`src/rtl/stream_src_pkg.sv`:
```
// -----------------------------------------------------------------------------
// stream_src_pkg
// Shared types and constants for the stream_source traffic generator.
//   - stream_src_state_t : burst FSM states
//   - WIDTH/CNT_W/GAP_W  : default data, beat-counter and gap-counter widths
//   - LFSR_TAPS_*        : default Galois (right-shift) feedback masks
// Optional feature macro: STREAM_SRC_LFSR_EN (LFSR data pattern).
// -----------------------------------------------------------------------------
package stream_src_pkg;

    typedef enum logic [1:0] {
        IDLE = 2'd0,
        RUN  = 2'd1,
        GAP  = 2'd2,
        DONE = 2'd3
    } stream_src_state_t;

    localparam int WIDTH_DEF = 8;
    localparam int CNT_W_DEF = 16;
    localparam int GAP_W_DEF = 8;

    // Maximal-length masks for a right-shifting Galois LFSR.
    localparam logic [7:0]  LFSR_TAPS_8  = 8'hB8;
    localparam logic [15:0] LFSR_TAPS_16 = 16'hB400;
    localparam logic [31:0] LFSR_TAPS_32 = 32'h8020_0003;

endpackage

```
`src/rtl/stream_src_if.sv`:
```
// -----------------------------------------------------------------------------
// stream_src_if
// Control and beat-stream bundle of stream_source.
//   master modport (the source): takes start/abort/num_beats/gap_cycles/seed
//     (and lfsr_mode with STREAM_SRC_LFSR_EN), drives busy/done/dout_valid/dout.
//   slave modport (controller + consumer): the mirror image.
// Optional feature macro: STREAM_SRC_LFSR_EN adds lfsr_mode.
// -----------------------------------------------------------------------------
interface stream_src_if
    import stream_src_pkg::*;
#(
    parameter int WIDTH = WIDTH_DEF,
    parameter int CNT_W = CNT_W_DEF,
    parameter int GAP_W = GAP_W_DEF
);
    logic             start;
    logic             abort;
    logic [CNT_W-1:0] num_beats;
    logic [GAP_W-1:0] gap_cycles;
    logic [WIDTH-1:0] seed;
`ifdef STREAM_SRC_LFSR_EN
    logic             lfsr_mode;
`endif
    logic             busy;
    logic             done;
    logic             dout_valid;
    logic [WIDTH-1:0] dout;

`ifdef STREAM_SRC_LFSR_EN
    modport master (
        input  start, abort, num_beats, gap_cycles, seed, lfsr_mode,
        output busy, done, dout_valid, dout
    );
    modport slave (
        output start, abort, num_beats, gap_cycles, seed, lfsr_mode,
        input  busy, done, dout_valid, dout
    );
`else
    modport master (
        input  start, abort, num_beats, gap_cycles, seed,
        output busy, done, dout_valid, dout
    );
    modport slave (
        output start, abort, num_beats, gap_cycles, seed,
        input  busy, done, dout_valid, dout
    );
`endif

endinterface

```
`src/rtl/stream_src_lfsr.sv`:
```
// -----------------------------------------------------------------------------
// stream_src_lfsr
// Combinational next-word function for stream_source.
//   i_word      : current beat data
//   i_lfsr_mode : 1 = Galois LFSR step, 0 = increment (STREAM_SRC_LFSR_EN only)
//   o_next      : next beat data
// Optional feature macro: STREAM_SRC_LFSR_EN. Without it the word simply
// increments, wrapping from all-ones to zero.
// -----------------------------------------------------------------------------
module stream_src_lfsr #(
    parameter int WIDTH = 8
`ifdef STREAM_SRC_LFSR_EN
    ,
    parameter logic [WIDTH-1:0] LFSR_TAPS = 8'hB8
`endif
) (
    input  logic [WIDTH-1:0] i_word,
`ifdef STREAM_SRC_LFSR_EN
    input  logic             i_lfsr_mode,
`endif
    output logic [WIDTH-1:0] o_next
);

    logic [WIDTH-1:0] w_incr;
    assign w_incr = i_word + WIDTH'(1);

`ifdef STREAM_SRC_LFSR_EN
    // Right-shifting Galois step: the bit shifted out decides whether the
    // feedback mask is folded back in.
    logic [WIDTH-1:0] w_lfsr;
    assign w_lfsr = (i_word >> 1) ^ (i_word[0] ? LFSR_TAPS : '0);
    assign o_next = i_lfsr_mode ? w_lfsr : w_incr;
`else
    assign o_next = w_incr;
`endif

endmodule

```
`src/rtl/stream_source.sv`:
```
// -----------------------------------------------------------------------------
// stream_source
// Transmit end of a single-beat valid/data stream (no backpressure). Sends a
// burst of num_beats words with gap_cycles idle cycles between beats and
// pulses done for one cycle at the end.
//   clk   : sole clock, rising edge
//   rst_n : asynchronous active-low reset
//   bus   : stream_src_if.master (start, abort, num_beats, gap_cycles, seed,
//           [lfsr_mode] in; busy, done, dout_valid, dout out)
// Optional feature macro: STREAM_SRC_LFSR_EN adds the LFSR data pattern and
// the LFSR_TAPS parameter.
// All outputs come straight from registers.
// -----------------------------------------------------------------------------
module stream_source
    import stream_src_pkg::*;
#(
    parameter int WIDTH = WIDTH_DEF,
    parameter int CNT_W = CNT_W_DEF,
    parameter int GAP_W = GAP_W_DEF
`ifdef STREAM_SRC_LFSR_EN
    ,
    parameter logic [WIDTH-1:0] LFSR_TAPS = LFSR_TAPS_8
`endif
) (
    input  logic         clk,
    input  logic         rst_n,
    stream_src_if.master bus
);

    stream_src_state_t r_state;
    logic [CNT_W-1:0]  r_num_beats;
    logic [CNT_W-1:0]  r_beat_cnt;
    logic [GAP_W-1:0]  r_gap;
    logic [GAP_W-1:0]  r_gap_cnt;
    logic [WIDTH-1:0]  r_dout;
    logic              r_dout_valid;
    logic              r_busy;
    logic              r_done;
    logic [WIDTH-1:0]  w_next;
    logic [WIDTH-1:0]  w_seed;
    logic              w_last;

`ifdef STREAM_SRC_LFSR_EN
    logic r_lfsr_mode;
    // An all-zero LFSR state never leaves zero, so substitute 1.
    assign w_seed = (bus.lfsr_mode && bus.seed == '0) ? WIDTH'(1) : bus.seed;

    stream_src_lfsr #(.WIDTH(WIDTH), .LFSR_TAPS(LFSR_TAPS)) u_next (
        .i_word      (r_dout),
        .i_lfsr_mode (r_lfsr_mode),
        .o_next      (w_next)
    );
`else
    assign w_seed = bus.seed;

    stream_src_lfsr #(.WIDTH(WIDTH)) u_next (
        .i_word (r_dout),
        .o_next (w_next)
    );
`endif

    // num_beats is never 0 in RUN, so the subtraction cannot underflow there.
    assign w_last = (r_beat_cnt == r_num_beats - CNT_W'(1));

    always_ff @(posedge clk or negedge rst_n) begin
        if (!rst_n) begin
            r_state      <= IDLE;
            r_num_beats  <= '0;
            r_beat_cnt   <= '0;
            r_gap        <= '0;
            r_gap_cnt    <= '0;
            r_dout       <= '0;
            r_dout_valid <= 1'b0;
            r_busy       <= 1'b0;
            r_done       <= 1'b0;
`ifdef STREAM_SRC_LFSR_EN
            r_lfsr_mode  <= 1'b0;
`endif
        end else begin
            r_done <= 1'b0;
            if (bus.abort) begin
                // Abort from any busy state; in IDLE it also drops a start.
                r_state      <= IDLE;
                r_dout_valid <= 1'b0;
                r_busy       <= 1'b0;
            end else begin
                case (r_state)
                    IDLE: begin
                        if (bus.start) begin
                            r_num_beats <= bus.num_beats;
                            r_gap       <= bus.gap_cycles;
                            r_beat_cnt  <= '0;
                            r_busy      <= 1'b1;
`ifdef STREAM_SRC_LFSR_EN
                            r_lfsr_mode <= bus.lfsr_mode;
`endif
                            if (bus.num_beats == '0) begin
                                r_state <= DONE;
                                r_done  <= 1'b1;
                            end else begin
                                r_state      <= RUN;
                                r_dout_valid <= 1'b1;
                                r_dout       <= w_seed;
                            end
                        end
                    end
                    RUN: begin
                        if (w_last) begin
                            r_state      <= DONE;
                            r_dout_valid <= 1'b0;
                            r_done       <= 1'b1;
                        end else if (r_gap == '0) begin
                            r_dout     <= w_next;
                            r_beat_cnt <= r_beat_cnt + CNT_W'(1);
                        end else begin
                            r_state      <= GAP;
                            r_dout_valid <= 1'b0;
                            r_gap_cnt    <= r_gap;
                        end
                    end
                    GAP: begin
                        // gap_cnt counts the idle cycles still to come,
                        // including the current one.
                        if (r_gap_cnt == GAP_W'(1)) begin
                            r_state      <= RUN;
                            r_dout_valid <= 1'b1;
                            r_dout       <= w_next;
                            r_beat_cnt   <= r_beat_cnt + CNT_W'(1);
                            r_gap_cnt    <= '0;
                        end else begin
                            r_gap_cnt <= r_gap_cnt - GAP_W'(1);
                        end
                    end
                    DONE: begin
                        r_state <= IDLE;
                        r_busy  <= 1'b0;
                    end
                    default: begin
                        r_state      <= IDLE;
                        r_dout_valid <= 1'b0;
                        r_busy       <= 1'b0;
                    end
                endcase
            end
        end
    end

    assign bus.busy       = r_busy;
    assign bus.done       = r_done;
    assign bus.dout_valid = r_dout_valid;
    assign bus.dout       = r_dout;

endmodule
```
`src/flat_wrapper.sv`:
```
// flat-port wrapper written by rule: the top's interface ports become plain ports
module stream_source_flat import stream_src_pkg::*;
#(
    parameter int WIDTH = WIDTH_DEF,
    parameter int CNT_W = CNT_W_DEF,
    parameter int GAP_W = GAP_W_DEF

)
  (clk, rst_n, bus_start, bus_abort, bus_num_beats, bus_gap_cycles, bus_seed, bus_busy, bus_done, bus_dout_valid, bus_dout);
  stream_src_if #(.WIDTH(WIDTH), .CNT_W(CNT_W), .GAP_W(GAP_W)) bus_i ();
  input  logic clk;
  input  logic rst_n;
  input wire logic [$bits(bus_i.start)-1:0] bus_start;
  input wire logic [$bits(bus_i.abort)-1:0] bus_abort;
  input wire logic [$bits(bus_i.num_beats)-1:0] bus_num_beats;
  input wire logic [$bits(bus_i.gap_cycles)-1:0] bus_gap_cycles;
  input wire logic [$bits(bus_i.seed)-1:0] bus_seed;
  output wire logic [$bits(bus_i.busy)-1:0] bus_busy;
  output wire logic [$bits(bus_i.done)-1:0] bus_done;
  output wire logic [$bits(bus_i.dout_valid)-1:0] bus_dout_valid;
  output wire logic [$bits(bus_i.dout)-1:0] bus_dout;
  assign bus_i.start = bus_start;
  assign bus_i.abort = bus_abort;
  assign bus_i.num_beats = bus_num_beats;
  assign bus_i.gap_cycles = bus_gap_cycles;
  assign bus_i.seed = bus_seed;
  assign bus_busy = bus_i.busy;
  assign bus_done = bus_i.done;
  assign bus_dout_valid = bus_i.dout_valid;
  assign bus_dout = bus_i.dout;
  stream_source #(.WIDTH(WIDTH), .CNT_W(CNT_W), .GAP_W(GAP_W)) u_core (.clk(clk), .rst_n(rst_n), .bus(bus_i));
endmodule
```
`config.mk`:
```
export PLATFORM = sky130hd
export DESIGN_NAME = stream_source_flat
export DESIGN_NICKNAME = d
export VERILOG_FILES = /design/src/rtl/stream_src_pkg.sv /design/src/rtl/stream_src_if.sv /design/src/rtl/stream_src_lfsr.sv /design/src/rtl/stream_source.sv /design/src/flat_wrapper.sv
export SDC_FILE = /design/constraint.sdc
export NUM_CORES = 1
export LEC_CHECK = 0
export CAP_MARGIN = 10
export CORE_UTILIZATION = 30
export DETAILED_ROUTE_END_ITERATION = 8
export GPL_TIMING_DRIVEN = 1
export HOLD_SLACK_MARGIN = 0.06
export SLEW_MARGIN = 20
export SYNTH_ARGS = -nofsm -noshare
export SYNTH_HDL_FRONTEND = slang
export SYNTH_SLANG_ARGS = --single-unit
```
`constraint.sdc`:
```
create_clock -name clk -period 3.7 [get_ports clk]
set_clock_uncertainty 0.2 [all_clocks]
set_input_delay 0.74 -clock clk [delete_from_list [all_inputs] [get_ports clk]]
set_output_delay 0.74 -clock clk [all_outputs]
set_load 0.03 [all_outputs]
```
==> impl.org, run 1 <==
** Place
- Buffers placed on the I/O ports in this run total 46.
- Post-Place Cells :: 622
- DP HPWL :: between 6000 and 7000 um
- The congestion estimate from routability-driven global placement came to 0.9152.

** Setup path
- Data on the critical path is required at its endpoint by 3.71 ns.
- Element type at the critical path start :: flop
- Arrival time worst endpoint :: approximately 3.5 ns
- Max FO, Critical Path :: 32
- Worst setup path category :: flop to flop
- Slowest Stage Delay on Critical Path :: between 0.5 and 0.6 ns
- Critical Path, Cell by Cell :: or4_4, or3_1, a2111o_1, a32o_1, o41a_1, o21ai_2, buf_12, nor3_1, a211o_1
- The worst setup path is captured at a flop.
- Critical-path cell with the highest stage delay :: sky130_fd_sc_hd__or4_4

** Final layout
- At the end of the flow the core is filled with cells to 0.3855.
- Fraction of layout cells with a size suffix above 1 :: 0.1524
- The number of antenna diodes in the final layout is 0.
- Relative to the synthesized area, the layout overhead comes to 25.29%.
- The filler cells instantiated in the layout total 1,250.
- Leaving out fill and tap cells, the most frequent cell in the layout is sky130_fd_sc_hd__dfrtp_1.
- For this run, the number of standard cells in the final layout without fillers is approximately 640.
- Commonest cells after routing, fill and taps aside :: 61 x sky130_fd_sc_hd__dfrtp_1, 45 x sky130_fd_sc_hd__nand2_1, 45 x sky130_fd_sc_hd__clkdlybuf4s50_1
- The final layout contains between 500 and 600 nets.

** Floorplanning
- After floorplanning, the core was sized to cover ~0.013 mm^2.
- The die is about 120 um tall.
- Num ports :: between 40 and 50
- X dimension of the die :: 116 um
- The die covers about 0.013 mm^2.
- Site row count :: 41
- The initial utilization of the core area, before any placement, comes to 0.3077.

** Yosys
- Total nets after synthesis :: 462
- Synth unique cells :: just over 60
- Count of synthesis-stage warnings from yosys :: 0
- The synthesized design contains 0 enable-type register cells.
- Syn Std Cell Area :: slightly below 0.004 mm^2
- For this run, the leading register cell type out of synthesis is sky130_fd_sc_hd__dfrtp_1.
- Count of state elements after synthesis :: slightly above 60
- Fraction of synthesis flops using an asynchronous set or reset pin :: 1.000
- Proportion of synthesized chip area in sequential cells :: 0.3915
- Average instance area after synthesis :: ~9.4 um^2
- Instance count of the mapped netlist :: 416

** Timing
- Derived from the worst setup path, the maximum achievable clock frequency is between 200 and 300 MHz.
- The smallest clock period supported by the final layout is computed as between 3 and 4 ns.
- Number of endpoints with negative hold slack in the final report :: 0
- Headroom to the max-slew limit came out at 0.4200.
- Final Max Tran Viols :: 0
- In the finished design, the share of the clock period the worst path needs comes to 0.9341.
- Setup repair after global routing missed its margin :: no
- Total negative slack :: 0 ns
- Across all hold checks on the routed design, the worst slack comes to around 0.32 ns.
- Setup violations remaining at the end of the flow were counted as 0.
- Least-Margin Pin Slew :: around 0.87 ns

** Run
- Number of violations of the max-capacitance limit :: 0

** Clock tree
- The H-tree generated during clock tree synthesis spans 3 levels.
- After clock tree synthesis, the clock-pin slew on the worst setup and hold paths is roughly 0.050 ns.
- At the later pin of the worst-skew pair, clock insertion delay measures around 0.33 ns.
- Clock sink count :: between 60 and 70
- Clock tree synthesis inserted a total of 9 buffers.
- The clock passes through at most 2 buffers.
- CTS tree :: built
- Buffers added to address setup during post-CTS repair amount to 0.
- Post-cts hold buffer count :: 0
- The tree is rooted in a sky130_fd_sc_hd__clkbuf_16.
- Number of cells upsized or downsized after cts :: 0

** Drt
- # DRC :: 0
- Routed length per placed instance :: 14.50 um
- In this run the remaining antenna-violating nets after routing total 0.
- Iteration-0 DRC count of the detailed router :: approximately 220
- For this block, the via count after detailed routing is about 3,300.
- For this run, the detailed router's first-pass iteration total came to 4.
- The final layout contains routed wiring with a total length of about 9200 um.
- Average via count per standard cell :: about 5.2

** Power
- Overall power consumption after layout is estimated at 0.004304 W.
- For this design the static power due to leakage is between 1.5 and 2 nW.
- Dividing total power by cell area gives a power density of 881.2 mW/mm^2.
- Worst ir drop on vdd :: 0.3098 mV

** Hold path
- Type of the most critical hold path :: input pin to asynchronous set/reset pin

** GRT
- The via count of the first global-routing pass is 3,248.
- Across every metal layer, demand over resource in global routing totals 0.1485.
- Entering global routing, the biggest net connects 38 pins.
- After global routing the overflow that remains totals 0.
- The initial antenna violation count is 0.
- Global-route wire length before repair :: about 15,000 um

** Outcome
- Result of the run :: finished, final reports clean
## sequential cells by signal (all words and copies together) (netlist names)
name / cells
u_core.r_gap: 8
u_core.bus.dout_valid: 1
u_core.bus.done: 1
u_core.r_state: 2
u_core.r_beat_cnt: 16
u_core.r_gap_cnt: 8
u_core.bus.busy: 1
u_core.bus.dout: 8
u_core.r_num_beats: 16
## Yosys cell counts (7+ instances only)
cell type | count | share of area
sky130_fd_sc_hd__xnor2_1 | 13 | 0.029
sky130_fd_sc_hd__mux2_2 | 24 | 0.069
sky130_fd_sc_hd__nor3_1 | 8 | 0.010
sky130_fd_sc_hd__clkbuf_1 | 17 | 0.016
sky130_fd_sc_hd__or4b_2 | 7 | 0.018
sky130_fd_sc_hd__inv_1 | 22 | 0.021
sky130_fd_sc_hd__nand3_1 | 34 | 0.044
sky130_fd_sc_hd__ha_1 | 10 | 0.032
sky130_fd_sc_hd__a21oi_1 | 7 | 0.0090
sky130_fd_sc_hd__nand2b_1 | 9 | 0.014
sky130_fd_sc_hd__o221ai_1 | 7 | 0.016
sky130_fd_sc_hd__nor2_1 | 20 | 0.019
sky130_fd_sc_hd__mux2i_1 | 9 | 0.023
sky130_fd_sc_hd__nand3b_1 | 12 | 0.023
sky130_fd_sc_hd__o21ai_0 | 13 | 0.017
sky130_fd_sc_hd__nand2_1 | 45 | 0.043
sky130_fd_sc_hd__dfrtp_1 | 61 | 0.39
sky130_fd_sc_hd__nor4_1 | 9 | 0.014
## per-stage QoR
stage	cell area (um^2)	setup slack (ns)
final	4885	0.2437
after global routing	4885	0.01762
after CTS	4881	0.2565
after detailed placement	4554	0.2830
after global placement	4554	0.3571
after floorplan	3899	0.4433
## worst max-delay path, delay by kind of cell, from the launching register on
family / cells / cell delay [ns]
AOI/OAI and AO/OA: 5 / 1.45
and+or+nand+nor: 3 / 1.02
buffers and inverters: 1 / 0.20
DFF: 1 / 0.45
## cells by family after synthesis
family          synth area share
simple gates              0.2542
flops                     0.3915
compound gates            0.1396
mux                      0.09243
xor+xnor                 0.04268
buf+inv                  0.04749
fa+ha+maj                0.03209
## cell type report
type	count	area, um^2	area share
Timing Repair Buffer	56	543.0	0.1112
Clock buffer	12	256.5	0.05251
Multi-Input combinational cell	311	2191	0.4485
Clock inverter	4	70.07	0.01434
Sequential cell	61	1526	0.3125
Inverter	22	82.58	0.01691
Tap cell	172	215.2	0.04406
## routing by layer
layer  vias up  share of wire  global-route usage
met5         -              0                   0
met4         0          0.019             0.07607
met3        13          0.047             0.03713
met2        84           0.46              0.2389
met1      1578           0.48              0.1843
li1       1617              -                   -
## final timing paths
check / from / end / slack, ns / cells past startpoint
worst min-delay path: rst_n / u_core.r_num_beats[5] / 0.32 / 1
min in group clk: u_core.r_gap_cnt[6] / u_core.r_gap_cnt[6] / 0.32 / 1
worst min register to register: u_core.r_gap_cnt[6] / u_core.r_gap_cnt[6] / 0.32 / 1
max in group asynchronous: rst_n / u_core.r_beat_cnt[10] / 2.13 / 2
worst max register to register: u_core.r_num_beats[9] / u_core.r_beat_cnt[2] / 0.24 / 9
worst max-delay path: u_core.r_num_beats[9] / u_core.r_beat_cnt[2] / 0.24 / 9
## where the power goes
group | internal [W] | switching, W | leakage, nW
combinational | 0.000931 | 0.000986 | 1.03
sequential | 0.000993 | 0.000472 | 0.730
clock | 0.000624 | 0.000298 | 0.163
total | 0.00255 | 0.00176 | 1.93
Power figures use the tool's default switching activity.
==> inputs of run 2 (changes only) <==
--- a/config.mk
+++ b/config.mk
@@ -6,6 +6,7 @@
 export NUM_CORES = 1
 export LEC_CHECK = 0
 export CAP_MARGIN = 10
+export CORE_ASPECT_RATIO = 0.75
 export CORE_UTILIZATION = 30
 export DETAILED_ROUTE_END_ITERATION = 8
 export GPL_TIMING_DRIVEN = 1
==> impl.org, run 2 (synthesized netlist as in run 1, its figures left out) <==
** GRT
- In the global route stage, met1 resource usage came out at 0.2134.
- Entering global routing, the biggest net connects 62 pins.
- In the global route stage, met3 resource usage came out at 0.04575.
- GRT Total Usage :: 0.1497
- After global routing the overflow that remains totals 0.
- Global-route track usage on met2 :: 0.2175
- Vias in the first global route :: a little over 3,000
- Global-route wire length before repair :: between 15,000 and 20,000 um
- The initial antenna violation count came to 0.
- met2 is the most crowded layer.

** Place
- After detailed placement, the total cell area comes to about 0.0046 mm^2.
- The count of buffers added on input and output ports is 46.
- The HPWL after detailed placement is 6632 um.
- At the end of routability-driven placement, the weighted congestion stood at between 0.8 and 0.9.

** Power
- Switching power as a share of total power :: 0.4230
- In this run the power spent charging and discharging nets is 0.001763 W.
- Combinational Power Share :: 0.466
- Worst ir drop on vdd :: 0.3614 mV
- Clock group share of total power :: 0.181
- The share of total power dissipated in sequential elements is 0.353.
- Leakage power :: ~1.9 nW
- Internal Pwr Total :: roughly 0.0024 W
- Pwr Density :: between 800 and 900 mW/mm^2

** Timing
- Achievable clock frequency :: between 200 and 300 MHz
- Setup violations remaining at the end of the flow were counted as 0.
- Setup repair after global routing missed its margin :: no
- The number of pins with negative max-slew slack in the final report was 0.
- Counting I/O delays and the setup requirement, the final critical path takes 3.432 ns.
- Measured against its own limit, the worst slew margin works out to 0.4193.
- Total negative slack :: 0 ns
- Least-Margin Pin Slew :: about 0.87 ns
- Number of endpoints with negative hold slack in the final report :: 0
- In the finished design, the share of the clock period the worst path needs comes to 0.9275.

** Setup path
- The largest single stage delay on the critical path is 0.58 ns.
- Element type at the critical path start :: flop
- Data on the critical path is required at its endpoint by ~3.7 ns.
- For the worst setup path, the data arrival time is around 3.5 ns.
- The worst register-to-register path begins at u_core.r_num_beats[9].
- The signal on the critical path passes through or4_4, or3_1, a2111o_1, a32o_1, o41a_1, o21ai_2, buf_12, nor3_1, a211o_1.
- Among all stages on the critical path, the largest delay is contributed by sky130_fd_sc_hd__or4_4.
- The number of cells on the worst reg-to-reg path is 9.
- Of all nets on the critical path, the largest fanout is 32.
- Worst setup path category :: flop to flop
- CP endpoint kind :: flop
- Register-to-register setup slack :: about 0.27 ns
- Terminus of the critical flop-to-flop path :: u_core.r_beat_cnt[2]

** Final layout
- In the final layout, the share of cells above drive strength 1 is 0.1478.
- Sequential cell area :: approximately 0.0015 mm^2
- Most frequent standard cell in the layout excluding fill and tap cells :: sky130_fd_sc_hd__dfrtp_1
- For this run, the share of the core covered by cells in the final layout is 0.3864.
- The top cell types in the final layout, fill and taps aside, are 61 x sky130_fd_sc_hd__dfrtp_1, 45 x sky130_fd_sc_hd__nand2_1, 45 x sky130_fd_sc_hd__clkdlybuf4s50_1.
- Diode insertion count for antenna repair :: 0
- After filler insertion, the fill cell instance count of the layout stands at between 1,000 and 1,500.
- The largest registers in the layout are u_core.r_beat_cnt (16), u_core.r_num_beats (16).
- Post-route cell area :: approximately 0.0048 mm^2
- In the final layout, the multi-input gates occupy about 0.0022 mm^2.
- From synthesis to final layout, the design area changed by 23.68%.
- Nets :: between 500 and 600

** Floorplanning
- The die covers approximately 0.013 mm^2.
- In this run the count of I/O pins placed on the die edge is 47.
- The initialized floorplan defines 35 standard-cell rows.
- The die is approximately 100 um tall.
- Core outline area :: about 0.012 mm^2
- The floorplan step set the die width to around 130 um.
- Initial cell density of the core :: 0.3124

** Clock tree
- The clock net in this run drives a total of slightly above 60 sinks.
- Hold repair after CTS inserted 0 buffers.
- TritonCTS built the clock tree.
- Number of buffers created by CTS :: 9
- In this run the clock root is driven by a sky130_fd_sc_hd__clkbuf_16.
- Clock slew seen by the registers of the worst setup and hold paths :: 0.05 ns
- Number of cells upsized or downsized after cts :: 0
- The later pin in the worst-skew pair is clocked with a latency of 0.34 ns.
- Post-CTS setup repair buffer count :: 0
- Buffers from clock root to sink, at most :: 2
- Depth of the CTS H-tree :: 3

** Hold path
- In this run the most critical hold path is launched from u_core.r_gap_cnt[6].
- Worst Hold End :: u_core.r_gap_cnt[6]
- Along the worst hold path, the cell count comes to 1.
- The path class of the tightest hold or removal check is flop to flop.

** Drt
- Number of iterations in the first detailed-routing pass :: 4
- In this run the remaining antenna-violating nets after routing total 0.
- Aggregate routed wire length :: approximately 9400 um
- Iteration-0 DRC count of the detailed router :: roughly 270
- # DRC :: 0
- Dividing the detail-routed via count by the number of cells gives between 5 and 6.
- The routed layout has between 3,000 and 4,000 vias.
- Routed length per placed instance :: roughly 15 um

** Run
- Max-cap violations in this run came to 0.

** Outcome
- The flow ran to the end, and the final reports show no timing, DRC or antenna violations.
run 2: cell types whose count changed in the layout (fill, tap and decap cells not counted):
cell	previous run	this run
sky130_fd_sc_hd__buf_4	9	11
sky130_fd_sc_hd__bufinv_16	2	0
sky130_fd_sc_hd__clkbuf_1	1	3
sky130_fd_sc_hd__clkbuf_8	2	1
sky130_fd_sc_hd__o21ai_1	1	2
sky130_fd_sc_hd__o21ai_2	2	1
run 2: per-layer routing:
metal  part of all wire  vias up
li1                   -     1621
met1               0.52     1548
met2               0.42       88
met3              0.054        7
met4              0.010        0
met5                  0        -
run 2: worst max path at each step:
stage / from / end / slack, ns / cells after the start
floorplan: u_core.r_num_beats[9] / u_core.bus.dout[5] / 0.44 / 9
global placement: u_core.r_gap_cnt[4] / u_core.r_beat_cnt[11] / 0.35 / 8
detailed placement: u_core.r_num_beats[9] / u_core.r_beat_cnt[2] / 0.29 / 9
CTS: u_core.r_num_beats[9] / u_core.r_beat_cnt[2] / 0.28 / 9
global route: u_core.r_num_beats[0] / u_core.r_gap_cnt[7] / 0.07 / 10
finish: u_core.r_num_beats[9] / u_core.r_beat_cnt[2] / 0.27 / 9
run 2: worst max-delay path, delay by kind of cell (launching register included):
family,cells,cell delay (ns)
AO/OA/AOI/OAI,5,1.45
buffers and inverters,1,0.19
flip-flops,1,0.45
AND/OR/NAND/NOR,3,1.01
run 2: area by class of cell:
class / count / share of cell area
multi-input combinational: 311 / 0.4536
timing repair buffer: 58 / 0.1157
sequential: 61 / 0.3166
inverter: 22 / 0.01713
clock buffer: 13 / 0.05189
tap: 166 / 0.04307
clock inverter: 2 / 0.002076
run 2: power groups by stage:
stage | clock network, W | registers, W | logic [W]
2_1_floorplan | 0 | 0.00138 | 0.00146
3_3_place_gp | 0 | 0.00145 | 0.00191
3_5_place_dp | 0 | 0.00147 | 0.00194
4_1_cts | 0.000780 | 0.00147 | 0.00195
5_1_grt | 0.000812 | 0.00154 | 0.00218
6_report | 0.000755 | 0.00147 | 0.00194
run 2: per-stage QoR:
step	instances	hold WS (ns)	total power, W	setup slack (ns)
floorplan	416	0.2444	0.002840	0.4433
global placement	618	0.2853	0.003358	0.3549
detailed placement	618	0.2929	0.003410	0.2932
CTS	633	0.3088	0.004196	0.2823
global route	633	0.3156	0.004530	0.07260
finish	633	0.3110	0.004168	0.2681
